[src/rtl/seven_seg_pkg.sv]
// Shared definitions for the seven-segment display reader.
// Contents: segment/nibble widths, the active-low {g..a} hex font and the
// filter FSM state type.
package seven_seg_pkg;

  localparam int unsigned SEG_W    = 7;
  localparam int unsigned NIBBLE_W = 4;
  localparam int unsigned FONT_N   = 16;

  // Active-low {g,f,e,d,c,b,a} pattern for hex value i at index i.
  localparam logic [SEG_W-1:0] FONT [FONT_N] = '{
    7'h40, 7'h79, 7'h24, 7'h30, 7'h19, 7'h12, 7'h02, 7'h78,
    7'h00, 7'h10, 7'h08, 7'h03, 7'h46, 7'h21, 7'h06, 7'h0E
  };

  typedef enum logic {
    SETTLING = 1'b0,
    LOCKED   = 1'b1
  } filt_state_e;

endpackage

[src/rtl/seg_pattern_to_hex.sv]
// Inverse font lookup: maps an active-low 7-segment pattern to its hex value.
// Ports:
//   pattern  in  SEG_W     active-low {g..a}
//   value    out NIBBLE_W  decoded nibble (0 when no match)
//   hit      out 1         pattern is a font entry
module seg_pattern_to_hex
  import seven_seg_pkg::*;
(
  input  logic [SEG_W-1:0]    pattern,
  output logic [NIBBLE_W-1:0] value,
  output logic                hit
);

  always_comb begin
    value = '0;
    hit   = 1'b0;
    for (int unsigned i = 0; i < FONT_N; i++) begin
      if (pattern == FONT[i]) begin
        value = NIBBLE_W'(i);
        hit   = 1'b1;
      end
    end
  end

endmodule

[src/rtl/seven_seg_reader.sv]
// Recovers the hex digits shown on a scanned, multiplexed 7-segment bus.
// Inputs are synchronised, ghosting is filtered by a stability counter, each
// settled one-hot digit is inverse-decoded into a working slot, and a full set
// of slots is handed to the consumer over valid/ready.
// Ports:
//   clk, reset_n         clock, synchronous active-low reset
//   seg_n [SEG_W]        active-low segments {g..a}
//   an_n  [NUM_DIGITS]   active-low digit enables
//   digits               captured frame, digit i at [4i+3:4i]
//   frame_valid/ready    frame handshake
//   pattern_err          one-cycle pulse on a settled non-font pattern
//   overrun              sticky, a completed frame was dropped
// Optional: SEVEN_SEG_READER_DP_EN adds dp_n (in) and dps (out, active-high).
module seven_seg_reader
  import seven_seg_pkg::*;
#(
  parameter int unsigned NUM_DIGITS    = 4,
  parameter int unsigned STABLE_CYCLES = 8,
  parameter int unsigned SYNC_STAGES   = 2
) (
  input  logic                           clk,
  input  logic                           reset_n,
  input  logic [SEG_W-1:0]               seg_n,
  input  logic [NUM_DIGITS-1:0]          an_n,
`ifdef SEVEN_SEG_READER_DP_EN
  input  logic                           dp_n,
  output logic [NUM_DIGITS-1:0]          dps,
`endif
  output logic [NIBBLE_W*NUM_DIGITS-1:0] digits,
  output logic                           frame_valid,
  input  logic                           frame_ready,
  output logic                           pattern_err,
  output logic                           overrun
);

`ifdef SEVEN_SEG_READER_DP_EN
  localparam int unsigned DP_W = 1;
`else
  localparam int unsigned DP_W = 0;
`endif
  localparam int unsigned S_W   = DP_W + NUM_DIGITS + SEG_W;
  localparam int unsigned CNT_W = 8;

  logic [S_W-1:0] raw;
`ifdef SEVEN_SEG_READER_DP_EN
  assign raw = {dp_n, an_n, seg_n};
`else
  assign raw = {an_n, seg_n};
`endif

  logic [SYNC_STAGES-1:0][S_W-1:0]        sync_q, sync_d;
  logic [S_W-1:0]                         prev_q, prev_d;
  logic [CNT_W-1:0]                       cnt_q, cnt_d;
  filt_state_e                            state_q, state_d;
  logic [NUM_DIGITS-1:0][NIBBLE_W-1:0]    slots_q, slots_d;
  logic [NUM_DIGITS-1:0][NIBBLE_W-1:0]    digits_q, digits_d;
  logic [NUM_DIGITS-1:0]                  mask_q, mask_d;
  logic                                   frame_valid_q, frame_valid_d;
  logic                                   pattern_err_q, pattern_err_d;
  logic                                   overrun_q, overrun_d;
`ifdef SEVEN_SEG_READER_DP_EN
  logic [NUM_DIGITS-1:0]                  dp_slots_q, dp_slots_d;
  logic [NUM_DIGITS-1:0]                  dps_q, dps_d;
`endif

  logic [S_W-1:0]        s;
  logic [SEG_W-1:0]      s_seg;
  logic [NUM_DIGITS-1:0] an_lit;
  logic                  an_onehot;
  logic [NIBBLE_W-1:0]   hex_val;
  logic                  hex_hit;
  logic                  capture;
  logic                  handshake;

  assign s      = sync_q[SYNC_STAGES-1];
  assign s_seg  = s[SEG_W-1:0];
  assign an_lit = ~s[SEG_W +: NUM_DIGITS];
  // Exactly one enable low: non-zero and a power of two.
  assign an_onehot = (an_lit != '0) &&
                     ((an_lit & (an_lit - NUM_DIGITS'(1))) == '0);

  seg_pattern_to_hex u_decode (
    .pattern (s_seg),
    .value   (hex_val),
    .hit     (hex_hit)
  );

  // Synchroniser shift: stage 0 takes the pins, last stage is the sample S.
  assign sync_d = {sync_q[SYNC_STAGES-2:0], raw};

  // Stability filter: one capture per settled sample.
  always_comb begin
    state_d = state_q;
    cnt_d   = cnt_q;
    prev_d  = s;
    capture = 1'b0;
    case (state_q)
      SETTLING: begin
        if (s == prev_q) begin
          cnt_d = cnt_q + CNT_W'(1);
          if (cnt_q == CNT_W'(STABLE_CYCLES - 2)) begin
            capture = 1'b1;
            state_d = LOCKED;
          end
        end else begin
          cnt_d = '0;
        end
      end
      LOCKED: begin
        if (s != prev_q) begin
          cnt_d   = '0;
          state_d = SETTLING;
        end
      end
      default: begin
        cnt_d   = '0;
        state_d = SETTLING;
      end
    endcase
  end

  // Collector and frame handshake; a capture in the transfer cycle lands in
  // the new frame because it is ORed in after the mask clear.
  always_comb begin
    slots_d       = slots_q;
    mask_d        = mask_q;
    digits_d      = digits_q;
    frame_valid_d = frame_valid_q;
    overrun_d     = overrun_q;
    pattern_err_d = 1'b0;
`ifdef SEVEN_SEG_READER_DP_EN
    dp_slots_d    = dp_slots_q;
    dps_d         = dps_q;
`endif
    handshake = frame_valid_q && frame_ready;

    if (handshake) begin
      frame_valid_d = 1'b0;
      overrun_d     = 1'b0;
    end

    if (&mask_q) begin
      mask_d = '0;
      if (!frame_valid_q || handshake) begin
        digits_d      = slots_q;
        frame_valid_d = 1'b1;
`ifdef SEVEN_SEG_READER_DP_EN
        dps_d         = dp_slots_q;
`endif
      end else begin
        overrun_d = 1'b1;
      end
    end

    if (capture && an_onehot) begin
      if (hex_hit) begin
        mask_d = mask_d | an_lit;
        for (int unsigned i = 0; i < NUM_DIGITS; i++) begin
          if (an_lit[i]) begin
            slots_d[i] = hex_val;
`ifdef SEVEN_SEG_READER_DP_EN
            dp_slots_d[i] = ~s[S_W-1];
`endif
          end
        end
      end else begin
        pattern_err_d = 1'b1;
      end
    end
  end

  // State registers.
  always_ff @(posedge clk) begin
    if (!reset_n) begin
      sync_q        <= '1;
      prev_q        <= '0;
      cnt_q         <= '0;
      state_q       <= SETTLING;
      slots_q       <= '0;
      mask_q        <= '0;
      digits_q      <= '0;
      frame_valid_q <= 1'b0;
      pattern_err_q <= 1'b0;
      overrun_q     <= 1'b0;
`ifdef SEVEN_SEG_READER_DP_EN
      dp_slots_q    <= '0;
      dps_q         <= '0;
`endif
    end else begin
      sync_q        <= sync_d;
      prev_q        <= prev_d;
      cnt_q         <= cnt_d;
      state_q       <= state_d;
      slots_q       <= slots_d;
      mask_q        <= mask_d;
      digits_q      <= digits_d;
      frame_valid_q <= frame_valid_d;
      pattern_err_q <= pattern_err_d;
      overrun_q     <= overrun_d;
`ifdef SEVEN_SEG_READER_DP_EN
      dp_slots_q    <= dp_slots_d;
      dps_q         <= dps_d;
`endif
    end
  end

  assign digits      = digits_q;
  assign frame_valid = frame_valid_q;
  assign pattern_err = pattern_err_q;
  assign overrun     = overrun_q;
`ifdef SEVEN_SEG_READER_DP_EN
  assign dps         = dps_q;
`endif

endmodule

[config.mk]
export PLATFORM = sky130hd
export DESIGN_NAME = seven_seg_reader
export DESIGN_NICKNAME = d
export VERILOG_FILES = /design/src/rtl/seven_seg_pkg.sv /design/src/rtl/seg_pattern_to_hex.sv /design/src/rtl/seven_seg_reader.sv
export SDC_FILE = /design/constraint.sdc
export NUM_CORES = 1
export LEC_CHECK = 0
export CORE_MARGIN = 4
export CORE_UTILIZATION = 59
export CTS_BUF_LIST = sky130_fd_sc_hd__clkbuf_8
export DETAILED_ROUTE_END_ITERATION = 10
export GPL_TIMING_DRIVEN = 0
export HOLD_SLACK_MARGIN = 0.12
export PLACE_DENSITY_LB_ADDON = 0.1
export SLEW_MARGIN = 30
export SYNTH_ARGS = -nofsm -noshare
export SYNTH_HDL_FRONTEND = slang
export SYNTH_HIERARCHICAL = 1
export SYNTH_SLANG_ARGS = --single-unit
[constraint.sdc]
create_clock -name clk -period 3.17 [get_ports clk]
set_input_delay 0.951 -clock clk [delete_from_list [all_inputs] [get_ports clk]]
set_output_delay 0.951 -clock clk [all_outputs]
set_load 0.1 [all_outputs]
==> results of run 1 <==
## worst max path at each step
stage | startpoint | end | slack (ns)
2_1_floorplan | prev_d[6]$_SDFF_PN1_ | mask_q[2]$_SDFF_PN0_ | 0.77
3_3_place_gp | prev_d[6]$_SDFF_PN1_ | mask_q[2]$_SDFF_PN0_ | 0.57
3_5_place_dp | frame_ready | digits[10]$_SDFFE_PN0P_ | 0.52
4_1_cts | frame_valid$_SDFF_PN0_ | frame_valid | 0.33
5_1_grt | prev_d[2]$_SDFF_PN1_ | slots_q[10]$_SDFFE_PN0P_ | 0.28
6_report | frame_valid$_SDFF_PN0_ | frame_valid | 0.34
## placed cells by master (no fill, tap or decap), drive strengths merged, types with 7 or more instances in the layout
| master | count |
|---|---|
| nand2 | 55 |
| clkdlybuf4s50 | 31 |
| xnor2 | 7 |
| nand2b | 23 |
| nor4 | 7 |
| o21ai | 12 |
| and2 | 11 |
| inv | 8 |
| dfxtp | 81 |
| nor2 | 16 |
| nand4b | 12 |
| xor2 | 13 |
| clkbuf | 25 |
| mux2i | 8 |
| a21oi | 34 |
## routing by layer
metal	vias up	part of all wire	GRT usage
met1	1155	0.44	0.229
met2	53	0.49	0.321
met4	0	0.017	0.0669
li1	1294	-	-
met3	10	0.046	0.0595
met5	-	0	0
## cells by family (layout without fill, tap and decap cells)
group / count (synthesis) / count (layout) / share of synthesized area
mux: 8 / 8 / 0.0240
buf+inv: 26 / 73 / 0.0402
fa+ha+maj: 2 / 2 / 0.00750
flops: 81 / 81 / 0.486
simple gates: 160 / 160 / 0.291
xor+xnor: 20 / 20 / 0.0525
compound gates: 56 / 56 / 0.0983
## per-stage QoR
| stage | power, uW | worst slack, ns | instance area (um2) | utilization |
|---|---|---|---|---|
| after floorplan | 1140 | 0.774 | 3330 | - |
| after global placement | 1170 | 0.566 | 3730 | 0.678 |
| after detailed placement | 1170 | 0.521 | 3730 | 0.678 |
| after CTS | 1900 | 0.331 | 3930 | 0.714 |
| after global routing | 1960 | 0.284 | 3930 | 0.714 |
| final | 1890 | 0.343 | 3930 | 0.714 |
## where the power goes
group	leakage (uW)	switching, uW	internal (uW)
Clock	0.000105	357	381
Sequential	0.000662	12.5	1040
Combinational	0.000696	47.6	48.6
## layout make-up
type | count | area share
flip-flops and latches | 81 | 0.412
clock buffers | 10 | 0.0350
well taps | 72 | 0.0229
repair buffers | 31 | 0.0789
multi-input cells | 246 | 0.402
clock inverters | 6 | 0.0150
inverters | 5 | 0.00477
plain buffers | 21 | 0.0293
## flip-flops by register name, summed over array words and instances (netlist names)
name	count
cnt_q	8
digits	16
sync_d	11
frame_valid	1
prev_d	11
pattern_err	1
prev_q	11
slots_q	16
state_q	1
overrun	1
mask_q	4
==> results.json, run 1 <==
{
  "clkTransAtPathRegs_ns": 0.08,
  "ys_types": 52,
  "clock_latency_ns": 0.35,
  "vias_per_cell": 5.32,
  "slowest_stage": "clkdlybuf4s50_1",
  "synthTopCellsByArea": "dfxtp_1, nand2_1, a21oi_1",
  "rrSetupSlack_ns": 0.54,
  "drv_cap": 0,
  "setup_viol": 0,
  "drtAntennaViolNets": 0,
  "setup-tns-final_ns": 0,
  "cts_buffers": 9,
  "path_delay_family": "buffers and inverters",
  "report.final.slew_viol_count": 0,
  "cp_max_fo": 4,
  "path_buf_inv": 1,
  "async_flop_share": 0,
  "critPathRequiredTime_ns": 2.22,
  "ys_seq_elements": 81,
  "slowest_delay_ns": 1.15,
  "cts_buffer_depth": 2,
  "ios": 33,
  "hold_slack_ns": 0.409,
  "multi_input_comb_area_um2": 1580,
  "cts_max_level": 3,
  "gp_congestion": 0.770,
  "core_area_um2": 5510,
  "post_drt_wl_per_cell_um": 13.1,
  "post_cts_resized": 0,
  "avgSynthCellArea_um2": 9.45,
  "grt_max_degree": 14,
  "final-instance-count-excl-fill": 472,
  "start_util": 0.606,
  "arrival_ns": 1.88,
  "synth_area_um2": 3330,
  "rsz0062_at_grt": "false",
  "worst_r2r_endpoint": "mask_q[2]$_SDFF_PN0_",
  "post_cts_buffers": 0,
  "dr.pass1.iters": 4,
  "syn_nets": 369,
  "antenna-diode-count": 0,
  "place_inst": 456,
  "dp_hpwl_um": 4390,
  "yosysMostFrequentCell": "dfxtp_1",
  "dieArea_um2": 6920,
  "cts_hold_buffers": 0,
  "endpoint_kind": "output port",
  "worstHoldEndpoint": "prev_d[2]$_SDFF_PN1_",
  "timing.slew.headroom": 0.345,
  "power_leakage_uw": 0.00146,
  "reg2reg_from": "prev_d[6]$_SDFF_PN1_",
  "die_w_um": 83.2,
  "r2r_cells": 8,
  "wl_um": 6210,
  "cts_tree": "yes",
  "port_buffers": 31,
  "synth_warnings": 6,
  "finalCritPeriodShare": 0.892,
  "ys_seq_area_frac": 0.486,
  "fp.dieH_um": 83.2,
  "num_rows": 27,
  "holdPathStages": 1,
  "syn_to_final_growth_pct": 17.9,
  "drive_above_1_share": 0.0925,
  "clock_skew_ns": 0.00899,
  "grt-ovfl-total": 0,
  "clock_sinks": 81,
  "yosysTopAreaCell": "dfxtp_1",
  "synth-edff-count": 0,
  "outcome": "finished clean",
  "synth_top_cell_area_share": 0.486,
  "crit_cells": 1,
  "hold_viol_final": 0,
  "powerDensity_nw_per_um2": 480,
  "fillers": 416,
  "grt_pass1_vias": 2414,
  "cts-root-buf": "clkbuf_8",
  "vias": 2512,
  "worst_slew_pin_slew_ns": 0.979,
  "fin_crit_ns": 2.83,
  "ys_top_cells_by_count": "dfxtp_1, nand2_1, a21oi_1",
  "fin_nets": 411,
  "grt_antenna_before_repair": 0,
  "worstHoldStart": "sync_d[13]$_SDFF_PN1_",
  "ir_drop_mv": 0.341,
  "cp_cell_sequence": "clkdlybuf4s50_1",
  "synth_ff_type": "dfxtp_1",
  "path_class": "reg2out",
  "grt_use_total": 0.191,
  "hp-class": "reg2reg",
  "route.detailed.drc": 0,
  "critPathLaunchType": "register",
  "drt_iter0_drc": 128,
  "grt_first_pass_wirelength_um": 10800,
  "syn_inst": 353,
  "seq_area_um2": 1620,
  "fmax_mhz": 354
}
No activity file was read; power rests on OpenSTA's default activity.
==> run 2: changes to the inputs <==
--- a/config.mk
+++ b/config.mk
@@ -12,8 +12,8 @@
 export GPL_TIMING_DRIVEN = 0
 export HOLD_SLACK_MARGIN = 0.12
 export PLACE_DENSITY_LB_ADDON = 0.1
-export SLEW_MARGIN = 30
 export SYNTH_ARGS = -nofsm -noshare
 export SYNTH_HDL_FRONTEND = slang
 export SYNTH_HIERARCHICAL = 1
 export SYNTH_SLANG_ARGS = --single-unit
+export TNS_END_PERCENT = 50
==> results of run 2 <==
No change in the layout: final DEF, timing and power equal those of run 1.
